==> config.mk <==
export PLATFORM = sky130hd
export DESIGN_NAME = button_event_scheduler
export DESIGN_NICKNAME = d
export VERILOG_FILES = /design/src/rtl/button_event_scheduler.sv
export SDC_FILE = /design/constraint.sdc
export NUM_CORES = 1
export LEC_CHECK = 0
export CORE_ASPECT_RATIO = 1.1
export CORE_MARGIN = 5
export CORE_UTILIZATION = 58
export CTS_BUF_LIST = sky130_fd_sc_hd__clkbuf_16
export DETAILED_ROUTE_END_ITERATION = 8
export HOLD_SLACK_MARGIN = 0.03
export PLACE_DENSITY = 0.8
export SYNTH_ARGS = -nofsm -noshare
export SYNTH_HDL_FRONTEND = slang
export SYNTH_SLANG_ARGS = --single-unit
==> constraint.sdc <==
create_clock -name clk -period 6.8 [get_ports clk]
set_input_delay 1.36 -clock clk [delete_from_list [all_inputs] [get_ports clk]]
set_output_delay 1.36 -clock clk [all_outputs]
set_load 0.02 [all_outputs]
==> src/rtl/button_event_scheduler.sv <==
`default_nettype none
// ============================================================================
//  Module      : button_event_scheduler
//  Description : Turns debounced button levels into a single serialized stream
//                of press / auto-repeat / release events. Each button runs its
//                own hold/repeat state machine and latches pending events.
//                One valid/ready event port is shared among all buttons using
//                round-robin arbitration.
//
//  Ports
//    clk        : system clock, rising edge
//    rst        : synchronous active-high reset
//    btn_level  : debounced button levels, 1 = pressed
//    repeat_en  : per-button auto-repeat enable
//    evt_valid  : event available on evt_id / evt_kind
//    evt_ready  : consumer accepts the event this cycle
//    evt_id     : index of the button the event belongs to
//    evt_kind   : 00 press, 01 repeat, 10 release
//    overflow   : sticky, a pending event was set while already pending
//
//  Revision    : 1.0 - initial release
// ============================================================================
module button_event_scheduler #(
    parameter int NUM_BTN       = 5,
    parameter int ID_WIDTH      = 3,
    parameter int CNT_WIDTH     = 27,
    parameter int HOLD_CYCLES   = 50000000,
    parameter int REPEAT_CYCLES = 10000000
) (
    input  logic                 clk,
    input  logic                 rst,
    input  logic [NUM_BTN-1:0]   btn_level,
    input  logic [NUM_BTN-1:0]   repeat_en,
    output logic                 evt_valid,
    input  logic                 evt_ready,
    output logic [ID_WIDTH-1:0]  evt_id,
    output logic [1:0]           evt_kind,
    output logic                 overflow
);

    localparam logic [CNT_WIDTH-1:0] c_HOLD_LAST = CNT_WIDTH'(HOLD_CYCLES - 1);
    localparam logic [CNT_WIDTH-1:0] c_REP_LAST  = CNT_WIDTH'(REPEAT_CYCLES - 1);
    localparam logic [CNT_WIDTH-1:0] c_CNT_ONE   = CNT_WIDTH'(1);
    localparam int                   c_SCAN_W    = ID_WIDTH + 1;
    localparam logic [c_SCAN_W-1:0]  c_NUM_EXT   = c_SCAN_W'(NUM_BTN);
    localparam logic [ID_WIDTH-1:0]  c_LAST_ID   = ID_WIDTH'(NUM_BTN - 1);
    localparam logic [ID_WIDTH-1:0]  c_ID_ONE    = ID_WIDTH'(1);

    localparam logic [1:0] c_KIND_PRESS   = 2'b00;
    localparam logic [1:0] c_KIND_REPEAT  = 2'b01;
    localparam logic [1:0] c_KIND_RELEASE = 2'b10;

    typedef enum logic [1:0] {
        ST_IDLE   = 2'd0,
        ST_HOLD   = 2'd1,
        ST_REPEAT = 2'd2
    } state_t;

    // Per-button state
    state_t                 r_state     [NUM_BTN];
    logic [CNT_WIDTH-1:0]   r_cnt       [NUM_BTN];
    state_t                 w_state_nxt [NUM_BTN];
    logic [CNT_WIDTH-1:0]   w_cnt_nxt   [NUM_BTN];

    logic [NUM_BTN-1:0]     r_press_pend;
    logic [NUM_BTN-1:0]     r_rep_pend;
    logic [NUM_BTN-1:0]     r_rel_pend;
    logic [NUM_BTN-1:0]     w_set_press;
    logic [NUM_BTN-1:0]     w_set_rep;
    logic [NUM_BTN-1:0]     w_set_rel;
    logic [NUM_BTN-1:0]     w_gnt_press;
    logic [NUM_BTN-1:0]     w_gnt_rep;
    logic [NUM_BTN-1:0]     w_gnt_rel;

    // Arbiter / output
    logic [ID_WIDTH-1:0]    r_ptr;
    logic [NUM_BTN-1:0]     w_has;
    logic [c_SCAN_W-1:0]    w_scan;
    logic                   w_found;
    logic [ID_WIDTH-1:0]    w_win_id;
    logic                   w_win_press;
    logic                   w_win_rep;
    logic [1:0]             w_kind;
    logic [ID_WIDTH-1:0]    w_ptr_nxt;
    logic                   w_load;
    logic                   w_ovf_set;

    logic                   r_evt_valid;
    logic [ID_WIDTH-1:0]    r_evt_id;
    logic [1:0]             r_evt_kind;
    logic                   r_overflow;

    // ------------------------------------------------------------------
    // Per-button hold/repeat state machines (next-state logic).
    // Release is checked first so it wins over a same-cycle expiry.
    // ------------------------------------------------------------------
    always_comb begin
        w_set_press = '0;
        w_set_rep   = '0;
        w_set_rel   = '0;
        for (int i = 0; i < NUM_BTN; i++) begin
            w_state_nxt[i] = r_state[i];
            w_cnt_nxt[i]   = r_cnt[i];
            case (r_state[i])
                ST_IDLE: begin
                    if (btn_level[i]) begin
                        w_state_nxt[i] = ST_HOLD;
                        w_cnt_nxt[i]   = '0;
                        w_set_press[i] = 1'b1;
                    end
                end
                ST_HOLD: begin
                    if (!btn_level[i]) begin
                        w_state_nxt[i] = ST_IDLE;
                        w_set_rel[i]   = 1'b1;
                    end else if (r_cnt[i] == c_HOLD_LAST && repeat_en[i]) begin
                        w_state_nxt[i] = ST_REPEAT;
                        w_cnt_nxt[i]   = '0;
                        w_set_rep[i]   = 1'b1;
                    end else if (r_cnt[i] < c_HOLD_LAST) begin
                        w_cnt_nxt[i]   = r_cnt[i] + c_CNT_ONE;
                    end
                end
                ST_REPEAT: begin
                    if (!btn_level[i]) begin
                        w_state_nxt[i] = ST_IDLE;
                        w_set_rel[i]   = 1'b1;
                    end else if (!repeat_en[i]) begin
                        // Park in HOLD already expired so a later enable
                        // repeats on the very next edge.
                        w_state_nxt[i] = ST_HOLD;
                        w_cnt_nxt[i]   = c_HOLD_LAST;
                    end else if (r_cnt[i] == c_REP_LAST) begin
                        w_cnt_nxt[i]   = '0;
                        w_set_rep[i]   = 1'b1;
                    end else begin
                        w_cnt_nxt[i]   = r_cnt[i] + c_CNT_ONE;
                    end
                end
                default: begin
                    w_state_nxt[i] = ST_IDLE;
                end
            endcase
        end
    end

    // ------------------------------------------------------------------
    // Round-robin search starting at r_ptr, wrapping modulo NUM_BTN.
    // ------------------------------------------------------------------
    assign w_has = r_press_pend | r_rep_pend | r_rel_pend;

    always_comb begin
        w_found  = 1'b0;
        w_win_id = '0;
        w_scan   = '0;
        for (int j = 0; j < NUM_BTN; j++) begin
            w_scan = {1'b0, r_ptr} + c_SCAN_W'(j);
            if (w_scan >= c_NUM_EXT) begin
                w_scan = w_scan - c_NUM_EXT;
            end
            if (!w_found && w_has[w_scan[ID_WIDTH-1:0]]) begin
                w_found  = 1'b1;
                w_win_id = w_scan[ID_WIDTH-1:0];
            end
        end
    end

    assign w_win_press = r_press_pend[w_win_id];
    assign w_win_rep   = r_rep_pend[w_win_id];
    assign w_kind      = w_win_press ? c_KIND_PRESS :
                         w_win_rep   ? c_KIND_REPEAT : c_KIND_RELEASE;
    assign w_ptr_nxt   = (w_win_id == c_LAST_ID) ? '0 : w_win_id + c_ID_ONE;

    // Output register takes a new event when empty or being accepted.
    assign w_load = !r_evt_valid || evt_ready;

    always_comb begin
        w_gnt_press = '0;
        w_gnt_rep   = '0;
        w_gnt_rel   = '0;
        if (w_load && w_found) begin
            for (int i = 0; i < NUM_BTN; i++) begin
                if (w_win_id == ID_WIDTH'(i)) begin
                    w_gnt_press[i] = w_win_press;
                    w_gnt_rep[i]   = !w_win_press && w_win_rep;
                    w_gnt_rel[i]   = !w_win_press && !w_win_rep;
                end
            end
        end
    end

    // A new event collides only if its bit is still pending after this
    // cycle; a bit granted in the same cycle simply re-arms.
    assign w_ovf_set = |((w_set_press & r_press_pend & ~w_gnt_press) |
                         (w_set_rep   & r_rep_pend   & ~w_gnt_rep)   |
                         (w_set_rel   & r_rel_pend   & ~w_gnt_rel));

    // ------------------------------------------------------------------
    // State registers
    // ------------------------------------------------------------------
    always_ff @(posedge clk) begin
        if (rst) begin
            for (int i = 0; i < NUM_BTN; i++) begin
                r_state[i] <= ST_IDLE;
                r_cnt[i]   <= '0;
            end
            r_press_pend <= '0;
            r_rep_pend   <= '0;
            r_rel_pend   <= '0;
            r_ptr        <= '0;
            r_evt_valid  <= 1'b0;
            r_evt_id     <= '0;
            r_evt_kind   <= c_KIND_PRESS;
            r_overflow   <= 1'b0;
        end else begin
            for (int i = 0; i < NUM_BTN; i++) begin
                r_state[i] <= w_state_nxt[i];
                r_cnt[i]   <= w_cnt_nxt[i];
            end
            r_press_pend <= w_set_press | (r_press_pend & ~w_gnt_press);
            r_rep_pend   <= w_set_rep   | (r_rep_pend   & ~w_gnt_rep);
            r_rel_pend   <= w_set_rel   | (r_rel_pend   & ~w_gnt_rel);
            r_overflow   <= r_overflow | w_ovf_set;
            if (w_load) begin
                r_evt_valid <= w_found;
                if (w_found) begin
                    r_evt_id   <= w_win_id;
                    r_evt_kind <= w_kind;
                    r_ptr      <= w_ptr_nxt;
                end
            end
        end
    end

    assign evt_valid = r_evt_valid;
    assign evt_id    = r_evt_id;
    assign evt_kind  = r_evt_kind;
    assign overflow  = r_overflow;

endmodule
`default_nettype wire

==> results by group <==
Run status
  – Status: finished, final reports clean

Global route
  – First-pass GRT wire length: 50.5 mm
  – Vias in the first global route: 10,627
  – Total GRT Usage: 26.5%
  – Initial antenna violation count: 0
  – Largest net degree at the start of global routing: 85
  – Grt ovf: 0

Clocking
  – Clk slew on worst S/H paths: 70 ps
  – Clock Path Buffers: 2
  – Hold Buf Count CTS: 0
  – Root Buffer: clkbuf_16
  – Worst skew pair latency: 440 ps
  – PostCTS Resize Cnt: 0
  – Setup Fix Bufs, Post-CTS: 0
  – CTS buffer count: 17
  – H-tree depth: 4
  – CTS tree: built
  – TritonCTS sink count: 170

Power
  – Leakage power: 4.15 nW
  – Max VDD drop: 278 uV
  – Pwr Total: 3.71 mW
  – Pwr Density: 305 nW/um^2

Floorplanning
  – Die ar.: 22,500 um^2
  – Row count: 53
  – Die Wd: 144 um
  – Initial core utilization: 59.2%
  – # IOs: 20
  – Die Height: 157 um
  – Core Footprint: 19,200 um^2

Route
  – Met3 wire length: 1.47 mm
  – Wire length per cell: 16.4 um
  – First-pass DRT Iterations: 6
  – Top Metal Used: met4
  – Met2 wire len: 13.7 mm
  – 1st-iter DRT viols: 1,078
  – Total wire length: 29.6 mm
  – Met1 wire length: 13.7 mm
  – ANT nets after route: 0
  – Via count: 11,695
  – DR vias/cell: 6.49
  – # DRC: 0

STA
  – Setup ws final: 1180 ps
  – Setup TNS: 0 ps
  – Worst-margin pin slew: 1130 ps
  – Crit share post-route: 82.7%
  – Max-slew violations: 0
  – # setup viols final: 0
  – Min Hold Slack: 477 ps
  – Setup skew after layout: 12.2 ps
  – Relative slew slack: 24.5%
  – Final hold violation count: 0
  – FMAX: 178 MHz
  – Post-layout min period: 5620 ps
  – RSZ-0062 raised after global routing: false

Place
  – Port Buffers: 19
  – Detail Placement HPWL: 20.5 mm
  – GPL Wtd Cong: 0.977
  – Pre-CTS setup slack: 1250 ps

Setup path
  – Worst Path Max Fanout: 14
  – Critical path class: flip-flop to flip-flop
  – Worst Path Required: 7070 ps
  – CP Data Arrival Time: 5900 ps
  – Startpoint Class: flip-flop
  – CP Capture Type: flip-flop

Logic synthesis
  – Count leader, synth: a21oi_1
  – Syn_nets: 1,629
  – Post-synth cell types: 86
  – Syn_area_per_cell: 7.22 um^2
  – Post-Syn Instances: 1,577
  – YS warnings: 0
  – Post-synth EDFFs: 0
  – Mapped cell area: 11,400 um^2
  – Synth area leader: dfxtp_1
  – Top-area cell type share of the netlist area: 29.9%
  – Synth cell count leaders: a21oi_1, nand2_1, dfxtp_1
  – Synth Flop Type: dfxtp_1
  – Post-synth ARST share: 0%
  – Register bit total from synthesis: 170
  – Post-synthesis sequential area ratio: 29.9%
  – Dominant cells by area after synthesis: dfxtp_1, a21oi_1, o21ai_0

Min path
  – Hold crit path type: flip-flop to flip-flop

Cells and area
  – Antenna Cells: 0
  – Area delta synth->final: 7.09%
  – Layout cell share with drive strength beyond 1: 4.63%
  – # fillers: 1,762
  – Number of nets in the layout: 1,595

Run
  – Max-Cap Viols: 0
==> worst max-delay path, cell delays in order (launching register included) <==
cell,delay (ps)
dfxtp_1,660
inv_1,360
ha_1,350
ha_1,370
and2_1,200
nor2_1,230
a31oi_1,150
a311o_2,470
o211a_1,130
o311ai_1,340
and2_1,430
ha_1,410
nor3b_1,230
a31oi_1,110
nor4b_1,340
o2111ai_1,160
a2111oi_2,230
o311a_1,210
a31oi_1,80
==> kinds of logic (layout without fill, tap and decap cells) <==
logic type / after synthesis / in the layout / synth area share [%]
and+or+nand+nor: 693 / 693 / 31.1
xor gates and xnor gates: 18 / 18 / 1.45
buffers and inverters: 138 / 117 / 4.75
muxes: 19 / 19 / 1.74
DFF: 170 / 170 / 29.9
AOI/OAI and AO/OA: 500 / 500 / 26.8
adders and majority gates: 39 / 39 / 4.35
==> registers in the layout, indices dropped and copies added (netlist names) <==
register / count
r_rel_pend: 5
r_rep_pend: 5
evt_kind: 2
r_press_pend: 5
r_ptr: 3
overflow: 1
evt_valid: 1
r_state: 10
evt_id: 3
r_cnt: 135
==> through the flow <==
step	util, %	instances	instance area, um^2
finish	63.4	1803	12200
global route	63.4	1803	12200
CTS	63.4	1803	12200
detailed placement	60.4	1771	11600
global placement	60.4	1771	11600
floorplan	-	1577	11400
==> power by group <==
part / internal (mW) / total (mW) / switching [mW]
Sequential: 1.04 / 1.11 / 0.0646
Combinational: 0.586 / 1.64 / 1.05
Clock: 0.519 / 0.970 / 0.451
==> path summary, 6_finish.rpt <==
path | startpoint | end | slack, ps | depth (start not counted)
worst max-delay path | r_ptr[0]$_SDFFE_PP0P_ | overflow$_SDFF_PP0_ | 1180 | 18
worst min-delay path | r_cnt[0][28]$_SDFFE_PP0P_ | r_cnt[0][28]$_SDFFE_PP0P_ | 480 | 2
worst max register to register | r_ptr[0]$_SDFFE_PP0P_ | overflow$_SDFF_PP0_ | 1180 | 18
worst min register to register | r_cnt[0][28]$_SDFFE_PP0P_ | r_cnt[0][28]$_SDFFE_PP0P_ | 480 | 2
==> per-layer routing <==
metal / track usage (%) / up-vias
li1: - / 5774
met1: 36.4 / 5499
met2: 42.5 / 340
met3: 4.22 / 82
met4: 9.15 / 0
met5: 0 / -
==> layout make-up <==
class	count	area, um^2	area share [%]
Clock inverter	15	153	1.25
Timing Repair Buffer	25	233	1.91
Clock buffer	17	425	3.49
Tap cell	247	309	2.53
Inverter	60	225	1.85
Sequential cell	170	3400	27.9
Multi-Input combinational cell	1269	7450	61.1
==> layout by cell type (no fill, tap or decap), drive strengths merged, types with 5 or more instances in the layout <==
cell / count
o31ai: 22
inv: 69
nand3: 87
nand4: 29
buf: 7
clkbuf: 17
nor4: 22
nand2b: 23
nor2: 134
o211ai: 7
a22oi: 13
nand2: 173
nor4b: 12
o21ai: 151
o2111ai: 11
mux2i: 16
and3: 41
a31oi: 24
a211oi: 37
nor3: 55
clkdlybuf4s50: 18
or4: 11
nor2b: 10
nor3b: 12
nand3b: 7
ha: 38
and2: 19
a311oi: 5
a21oi: 179
or3: 27
or2: 8
xnor2: 14
and4: 6
a221oi: 5
dfxtp: 170
nand4b: 10
(Power assumes the default switching activity.)
